$ cat src/rtl/muldiv_ctrl.sv
// muldiv_ctrl: iterative multiply/divide sequencer that owns the HI/LO pair.
// It runs MULT/MULTU/DIV/DIVU as WIDTH-step shift-add or restoring shift-subtract
// operations, handles MTHI/MTLO writes, and exposes HI/LO for MFHI/MFLO.
//
// Ports:
//   clk, rst_n  rising-edge clock, asynchronous active-low reset
//   start       request strobe; only acted on in IDLE, qualified by funct
//   funct       R-type funct (mult/multu/div/divu/mthi/mtlo; others ignored)
//   rs, rt      operand A (multiplicand / dividend / MT* data), operand B
//   flush       cancel in-flight op; in IDLE also blocks start
//   busy        registered: operation in progress
//   done        registered: one-cycle pulse when HI/LO take an MD result
//   hi, lo      HI and LO registers
module muldiv_ctrl #(
  parameter int unsigned WIDTH = 32
) (
  input  logic             clk,
  input  logic             rst_n,
  input  logic             start,
  input  logic [5:0]       funct,
  input  logic [WIDTH-1:0] rs,
  input  logic [WIDTH-1:0] rt,
  input  logic             flush,
  output logic             busy,
  output logic             done,
  output logic [WIDTH-1:0] hi,
  output logic [WIDTH-1:0] lo
);

  localparam int unsigned CntW = (WIDTH > 1) ? $clog2(WIDTH) : 1;
  localparam logic [CntW-1:0] CntLast = CntW'(WIDTH - 1);

  localparam logic [5:0] FnMult  = 6'b011000;
  localparam logic [5:0] FnMultu = 6'b011001;
  localparam logic [5:0] FnDiv   = 6'b011010;
  localparam logic [5:0] FnDivu  = 6'b011011;
  localparam logic [5:0] FnMthi  = 6'b010001;
  localparam logic [5:0] FnMtlo  = 6'b010011;

  localparam logic [1:0] StIdle = 2'd0;
  localparam logic [1:0] StRun  = 2'd1;
  localparam logic [1:0] StFix  = 2'd2;

  logic [1:0]       state_q, state_d;
  logic [CntW-1:0]  cnt_q, cnt_d;
  // acc: multiply high half / divide remainder (remainder < divisor, so WIDTH bits hold it).
  logic [WIDTH-1:0] acc_q, acc_d;
  // wrk: multiplier shifting out / dividend shifting out with quotient shifting in.
  logic [WIDTH-1:0] wrk_q, wrk_d;
  // opb: multiplicand or divisor magnitude.
  logic [WIDTH-1:0] opb_q, opb_d;
  logic [WIDTH-1:0] rs_raw_q, rs_raw_d;
  logic             is_div_q, is_div_d;
  logic             neg_quo_q, neg_quo_d;
  logic             neg_rem_q, neg_rem_d;
  logic [WIDTH-1:0] hi_q, hi_d;
  logic [WIDTH-1:0] lo_q, lo_d;
  logic             done_q, done_d;

  logic             signed_op;
  logic [WIDTH-1:0] mag_a, mag_b;
  logic [WIDTH:0]   mul_sum;
  logic [WIDTH:0]   rem_sh;
  logic [WIDTH:0]   trial;
  logic [2*WIDTH-1:0] prod;

  always_comb begin
    state_d   = state_q;
    cnt_d     = cnt_q;
    acc_d     = acc_q;
    wrk_d     = wrk_q;
    opb_d     = opb_q;
    rs_raw_d  = rs_raw_q;
    is_div_d  = is_div_q;
    neg_quo_d = neg_quo_q;
    neg_rem_d = neg_rem_q;
    hi_d      = hi_q;
    lo_d      = lo_q;
    done_d    = 1'b0;

    signed_op = (funct == FnMult) || (funct == FnDiv);
    mag_a     = (signed_op && rs[WIDTH-1]) ? -rs : rs;
    mag_b     = (signed_op && rt[WIDTH-1]) ? -rt : rt;

    // Multiply step: add multiplicand if LSB set, then shift {carry, acc, wrk} right.
    mul_sum = {1'b0, acc_q} + (wrk_q[0] ? {1'b0, opb_q} : '0);
    // Divide step: shift in next dividend bit, trial-subtract; MSB set means negative.
    rem_sh  = {acc_q, wrk_q[WIDTH-1]};
    trial   = rem_sh - {1'b0, opb_q};
    prod    = neg_quo_q ? -{acc_q, wrk_q} : {acc_q, wrk_q};

    case (state_q)
      StIdle: begin
        if (!flush && start) begin
          case (funct)
            FnMult, FnMultu, FnDiv, FnDivu: begin
              state_d   = StRun;
              cnt_d     = '0;
              acc_d     = '0;
              is_div_d  = funct[1];
              wrk_d     = funct[1] ? mag_a : mag_b;
              opb_d     = funct[1] ? mag_b : mag_a;
              rs_raw_d  = rs;
              neg_quo_d = signed_op && (rs[WIDTH-1] ^ rt[WIDTH-1]);
              neg_rem_d = signed_op && rs[WIDTH-1];
            end
            FnMthi:  hi_d = rs;
            FnMtlo:  lo_d = rs;
            default: ;
          endcase
        end
      end
      StRun: begin
        if (flush) begin
          state_d = StIdle;
        end else begin
          if (is_div_q) begin
            if (!trial[WIDTH]) begin
              acc_d = trial[WIDTH-1:0];
              wrk_d = {wrk_q[WIDTH-2:0], 1'b1};
            end else begin
              acc_d = rem_sh[WIDTH-1:0];
              wrk_d = {wrk_q[WIDTH-2:0], 1'b0};
            end
          end else begin
            acc_d = mul_sum[WIDTH:1];
            wrk_d = {mul_sum[0], wrk_q[WIDTH-1:1]};
          end
          cnt_d = cnt_q + 1'b1;
          if (cnt_q == CntLast) begin
            state_d = StFix;
          end
        end
      end
      StFix: begin
        state_d = StIdle;
        if (!flush) begin
          done_d = 1'b1;
          if (is_div_q) begin
            if (opb_q == '0) begin
              // Divide by zero: fixed result, no sign correction.
              hi_d = rs_raw_q;
              lo_d = '1;
            end else begin
              lo_d = neg_quo_q ? -wrk_q : wrk_q;
              hi_d = neg_rem_q ? -acc_q : acc_q;
            end
          end else begin
            hi_d = prod[2*WIDTH-1:WIDTH];
            lo_d = prod[WIDTH-1:0];
          end
        end
      end
      default: state_d = StIdle;
    endcase
  end

  always_ff @(posedge clk or negedge rst_n) begin
    if (!rst_n) begin
      state_q   <= StIdle;
      cnt_q     <= '0;
      acc_q     <= '0;
      wrk_q     <= '0;
      opb_q     <= '0;
      rs_raw_q  <= '0;
      is_div_q  <= 1'b0;
      neg_quo_q <= 1'b0;
      neg_rem_q <= 1'b0;
      hi_q      <= '0;
      lo_q      <= '0;
      done_q    <= 1'b0;
    end else begin
      state_q   <= state_d;
      cnt_q     <= cnt_d;
      acc_q     <= acc_d;
      wrk_q     <= wrk_d;
      opb_q     <= opb_d;
      rs_raw_q  <= rs_raw_d;
      is_div_q  <= is_div_d;
      neg_quo_q <= neg_quo_d;
      neg_rem_q <= neg_rem_d;
      hi_q      <= hi_d;
      lo_q      <= lo_d;
      done_q    <= done_d;
    end
  end

  assign busy = (state_q != StIdle);
  assign done = done_q;
  assign hi   = hi_q;
  assign lo   = lo_q;

endmodule

$ cat config.mk
export PLATFORM = sky130hd
export DESIGN_NAME = muldiv_ctrl
export DESIGN_NICKNAME = d
export VERILOG_FILES = /design/src/rtl/muldiv_ctrl.sv
export SDC_FILE = /design/constraint.sdc
export NUM_CORES = 1
export LEC_CHECK = 0
export ABC_AREA = 1
export BUFFER_PORTS_ARGS = -buffer_cell sky130_fd_sc_hd__buf_2
export CAP_MARGIN = 25
export CORE_MARGIN = 4
export CORE_UTILIZATION = 49
export CTS_CLUSTER_SIZE = 40
export DETAILED_ROUTE_END_ITERATION = 8
export PLACE_DENSITY = 0.73
export SYNTH_ARGS = -nofsm -noshare
export SYNTH_HDL_FRONTEND = slang
export SYNTH_SLANG_ARGS = --single-unit
$ cat constraint.sdc
create_clock -name clk -period 2.5 [get_ports clk]
set_clock_uncertainty 0.15 [all_clocks]
set_input_delay 0 -clock clk [delete_from_list [all_inputs] [get_ports clk]]
set_output_delay 0 -clock clk [all_outputs]
set_load 0.005 [all_outputs]
# After elaboration in Yosys (flattened, before gate mapping)
# Index checks and enable logic that the tools add are counted.
# Widths: inputs -> output; s select.
# totals
out_inout_bits	66
in_bits	74
reg_bits	203
# op_classes
addsub	8
n_mux	43
reduce_logical	17
eq_ne	16
n_bitwise	1
# op_table
operator	n
$mux 32	26
$pmux 32 s2	4
$neg 32->32	4
$mux 64	1
$neg 64->64	1
$eq 6x5->1 const B	6
$add 32x32->33	1
$sub 33x32->33	1
$logic_not 32->1	1
$mux 5	3
$reduce_and 4->1	3
$pmux 5 s2	1
$mux 2	4
$ne 2x1->1 const B	3
$ne 2x2->1 const B	3
$reduce_and 3->1	2
$reduce_bool 2->1	3
$add 5x1->5 const B	1
$eq 5x5->1 const B	1
$logic_and 1x1->1	4
$pmux 2 s2	1
$reduce_or 4->1	1
$mux 1	3
$ne 3x3->1 const B	1
other kinds (6)	6

# Logic depth before layout (Yosys ltp)
# logic_depth
ltp_word	8
depth_mapped	20
mapped_depth_nobuf	18

# Worst setup path before layout
# OpenSTA, ideal clock, no wires.
# synth_path
kind	register to register
startpoint	reg wrk_q[0]
endpoint	reg acc_q[15]
path_stages_with_launch	20
t_arrival_ns	2.328
required_time_ns	2.234
path_slack_ns	-0.094
setup_ns	0.116
path_cell_list	dfrtp_1 -> buf_2 -> clkbuf_1 -> nand2_1 -> inv_1 -> ha_1 -> inv_1 -> fa_1 -> inv_1 -> nand3_1 -> nand2_1 -> nand2_1 -> nand3_1 -> nand2_1 -> nand3_1 -> nand2_1 -> o21ai_0 -> inv_1 -> nand2_1 -> nand2_1
# synth_between
elab_chain_len	5
# synth_rtl
element	line_no	source
start, declared	49	logic [WIDTH-1:0] wrk_q, wrk_d;
start signal, assigned	176	wrk_q <= wrk_d;
$mux 32	86	mul_sum = {1'b0, acc_q} + (wrk_q[0] ? {1'b0, opb_q} : '0);
$add 32x32->33	86	
$mux 32	117	if (is_div_q) begin
$mux 32	114	if (flush) begin
$pmux 32 s2	92	case (state_q)
end signal, assigned	162	acc_q <= '0;
end signal, assigned	175	acc_q <= acc_d;
end, declared	47	logic [WIDTH-1:0] acc_q, acc_d;
# No other way between the ends. The select of a mux whose other input is x is not followed.
# A chain may end at the register's enable or synchronous reset.

# Worst setup path after layout
# layout_path
startpoint	reg wrk_q[0]
endpoint	reg acc_q[9]
# The elaborated chain is that of the path after synthesis.

==> metrics.log <==
[metrics] status: finished with violations
[metrics] violated checks: negative setup slack
[metrics] Vias/cell: 5.73
[metrics] H-tree depth: 1
[metrics] fraction of final layout cells with drive strength greater than 1: 0.253
[metrics] share of synthesized flip-flops with an asynchronous set or reset: 1.00
[metrics] timing startpoint of the critical path: wrk_q[0]$_DFFE_PN0P_
[metrics] routed metal-1 wire length: 38300 um
[metrics] count of nets left with antenna violations after detail routing: 0
[metrics] required time reported for the critical path endpoint: 2.85 ns
[metrics] final hold violations: 0
[metrics] final cell area excluding filler cells: 0.0285 mm2
[metrics] DR vias: 26.5k
[metrics] Sum Neg Setup Slack: -2.97 ns
[metrics] fin worst setup slack: -0.218 ns
[metrics] Overall Global Routing Usage: 0.413
[metrics] final wirelength: 98800 um
[metrics] number of rows in the core area: 74
[metrics] CTS clock-pin slew for the worst setup and hold paths: 0.06 ns
[metrics] sum of internal, switching and leakage power: 23.6 mW
[metrics] total gr overflow: 0
[metrics] number of antenna violations at the first check in global routing: 1
[metrics] average cell area after synthesis: 5.82 um2
[metrics] number of input and output port buffers inserted: 139
[metrics] leakage power: 14.4 nW
[metrics] DP HPWL: 75800 um
[metrics] maximum net fanout on the critical path: 6
[metrics] WS Path Type: reg -> reg
[metrics] EDFF count, synth: 0
[metrics] Worst Hold Launch: start
[metrics] post-route non-filler standard cell count: 4634
[metrics] nets@finish: 4232
[metrics] number of placed I/O pins: 140
[metrics] deepest clock path buffer count: 3
[metrics] worst slew margin relative to its limit: 0.304
[metrics] DRC viols: 0
[metrics] power density over the cells: 828 mW/mm2
[metrics] Min-Delay Path Class: in -> reg
[metrics] Yosys warnings: 0
[metrics] average wire per standard cell: 21.3 um
[metrics] final critical delay including setup and external delays: 2.72 ns
[metrics] number of clock sinks seen by CTS: 203
[metrics] first-pass GRT wire length: 144000 um
[metrics] placement-stage worst setup slack: -0.306 ns
[metrics] Clock Tree Root: sky130_fd_sc_hd__clkbuf_16
[metrics] Synth-to-Final Area Change: 38.1%
[metrics] peak supply drop: 0.000570 V
[metrics] critical path startpoint category: flip-flop
[metrics] sequential element share of the synthesized area: 0.246
[metrics] TritonCTS clock tree: yes
[metrics] Pins Over Slew Limit: 0
[metrics] overall die width: 213 um
[metrics] Finish-stage setup viols: 32
[metrics] number of buffers created by CTS: 25
[metrics] syn_nets: 3695
[metrics] netlist area before placement: 0.0207 mm2
[metrics] slew of the pin with the lowest slew margin: 1.03 ns
[metrics] most area-consuming cells after synthesis: sky130_fd_sc_hd__dfrtp_1 (25%), sky130_fd_sc_hd__nand2_1 (21%), sky130_fd_sc_hd__nor2_1 (9.7%), sky130_fd_sc_hd__nand3_1 (7.6%), sky130_fd_sc_hd__inv_1 (7.4%)
[metrics] area share of the leading cell type in the synthesized netlist: 0.246
[metrics] flip-flop cell with the highest count after synthesis: sky130_fd_sc_hd__dfrtp_1
[metrics] DR WL met3: 11700 um
[metrics] worst hold margin: 0.0428 ns
[metrics] Post-Syn Instances: 3549
[metrics] placed instance count: 4458
[metrics] total length of routed met2 wires: 41900 um
[metrics] insertion delay to the later sink of the worst-skew pair: 0.57 ns
[metrics] Worst EP arrival: 3.07 ns
[metrics] critical path capture point type: flip-flop
[metrics] number of different library cells in the post-synthesis netlist: 54
[metrics] fill cell instance count of the final layout: 3709
[metrics] DRT iter0 DRCs: 3555
[metrics] share of the clock period used by the worst path after layout: 1.09
[metrics] count of antenna diodes in the layout: 0
[metrics] Yosys top cell by area: sky130_fd_sc_hd__dfrtp_1
[metrics] highest signal layer in the routed design: met5
[metrics] Worst Reg2Reg Path Length in Cells: 16
[metrics] DIE AREA: 0.0455 mm2
[metrics] vias in the first global route: 24.4k
[metrics] largest net degree at the start of global routing: 93
[metrics] minimum setup slack among reg-to-reg paths: -0.22 ns
[metrics] setup repair after global routing missed its margin: true
[metrics] Max-cap violations: 0
[metrics] placed instance area: 0.0243 mm2
[metrics] Hold Path Cell Cnt: 7
[metrics] placer's final routability congestion estimate: 1.13
[metrics] floorplan die height: 213 um
[metrics] most used standard cell by instance count after synthesis: sky130_fd_sc_hd__nand2_1
[metrics] total iterations of the first detailed-routing run: 6
[metrics] FMAX: 368 MHz
[metrics] cell types with the highest counts after synthesis: sky130_fd_sc_hd__nand2_1 (1151), sky130_fd_sc_hd__nor2_1 (533), sky130_fd_sc_hd__inv_1 (407), sky130_fd_sc_hd__nand3_1 (312), sky130_fd_sc_hd__a21oi_1 (207)
[metrics] Core Footprint: 0.0413 mm2
[metrics] origin of the critical flop-to-flop path: wrk_q[0]$_DFFE_PN0P_
[metrics] core utilization of the finished layout: 0.691
[metrics] starting density of the core: 0.501
[metrics] Seq cells post-synth: 203
## logic make-up after synthesis
| kind of cell | Yosys count | share of synthesized area |
|---|---|---|
| adder cells (fa/ha/maj) | 72 | 0.0443 |
| AND/OR/NAND/NOR | 2149 | 0.433 |
| XOR/XNOR | 96 | 0.0407 |
| AO/OA/AOI/OAI | 484 | 0.129 |
| flip-flops | 203 | 0.246 |
| buffers and inverters | 545 | 0.107 |
## final timing paths
kind                                                  to
worst max-delay path                acc_q[9]$_DFFE_PN0P_
worst min-delay path                opb_q[3]$_DFFE_PN0P_
worst max register to register      acc_q[9]$_DFFE_PN0P_
worst min register to register  rs_raw_q[25]$_DFFE_PN0P_
max in group asynchronous          opb_q[11]$_DFFE_PN0P_
min in group asynchronous             lo[28]$_DFFE_PN0P_
## per-layer routing
metal  GRT usage  vias to the layer above
li1            -                    12400
met1       0.553                    12200
met2       0.612                     1571
met3       0.111                      357
met4       0.217                        2
met5           0                        -
## cell usage in the layout, fill, tap and decap left out, types with 32 or more instances in the layout
cell type                          n
sky130_fd_sc_hd__buf_4           369
sky130_fd_sc_hd__nand2_2          72
sky130_fd_sc_hd__xor2_1           68
sky130_fd_sc_hd__nand2_1        1071
sky130_fd_sc_hd__dlygate4sd3_1    77
sky130_fd_sc_hd__nand3_1         286
sky130_fd_sc_hd__inv_1           363
sky130_fd_sc_hd__inv_2            42
sky130_fd_sc_hd__o21ai_0         152
sky130_fd_sc_hd__nor2_1          466
sky130_fd_sc_hd__nand3_2          32
sky130_fd_sc_hd__nor2_2           59
sky130_fd_sc_hd__nand4_1          42
sky130_fd_sc_hd__ha_4             56
sky130_fd_sc_hd__a21oi_1         168
sky130_fd_sc_hd__a21oi_2          39
sky130_fd_sc_hd__buf_2           138
sky130_fd_sc_hd__dfrtp_1         187
## flip-flops by register name (all words and copies together) (netlist names), 2 cells and up
register	flops
acc_q	32
cnt_q	5
hi	32
lo	32
opb_q	32
rs_raw_q	32
state_q	2
wrk_q	32
## final cells by class
cell class                      count  area, um2  share of cell area
Multi-Input combinational cell   2804      15300               0.536
Inverter                          419       1620              0.0566
Clock inverter                     10        141             0.00495
Sequential cell                   203       5100               0.179
Timing Repair Buffer              633       5040               0.176
Clock buffer                       33        676              0.0237
Tap cell                          532        666              0.0233
## worst max-delay path, cell delays in order (launching register included)
cell and delay (ns):
sky130_fd_sc_hd__dfrtp_2 0.51, sky130_fd_sc_hd__buf_6 0.15, sky130_fd_sc_hd__nand2_4 0.04, sky130_fd_sc_hd__inv_4 0.05, sky130_fd_sc_hd__ha_4 0.14, sky130_fd_sc_hd__inv_4 0.04, sky130_fd_sc_hd__fa_2 0.39, sky130_fd_sc_hd__inv_2 0.08
sky130_fd_sc_hd__buf_4 0.10, sky130_fd_sc_hd__nand3b_1 0.10, sky130_fd_sc_hd__nand3b_1 0.16, sky130_fd_sc_hd__buf_4 0.14, sky130_fd_sc_hd__nor2_1 0.03, sky130_fd_sc_hd__o21ai_0 0.26, sky130_fd_sc_hd__nand2_1 0.09, sky130_fd_sc_hd__nand3b_1 0.16
sky130_fd_sc_hd__nand2_1 0.06
## power by group
group          leakage (nW)  switching, mW  internal [mW]
logic                  11.6           8.55           6.19
registers              2.43          0.988           4.13
clock network         0.393           1.58           2.21
## repair_timing
item	CTS	global route
resized for setup	130	378
endpoints found under the setup margin	45	90
setup buffers	15	31
endpoints found under the hold margin	355	0
pin swaps	17	108
cloned	3	7
hold buffers	77	0
Note: power is estimated with default switching activity, not from simulation.
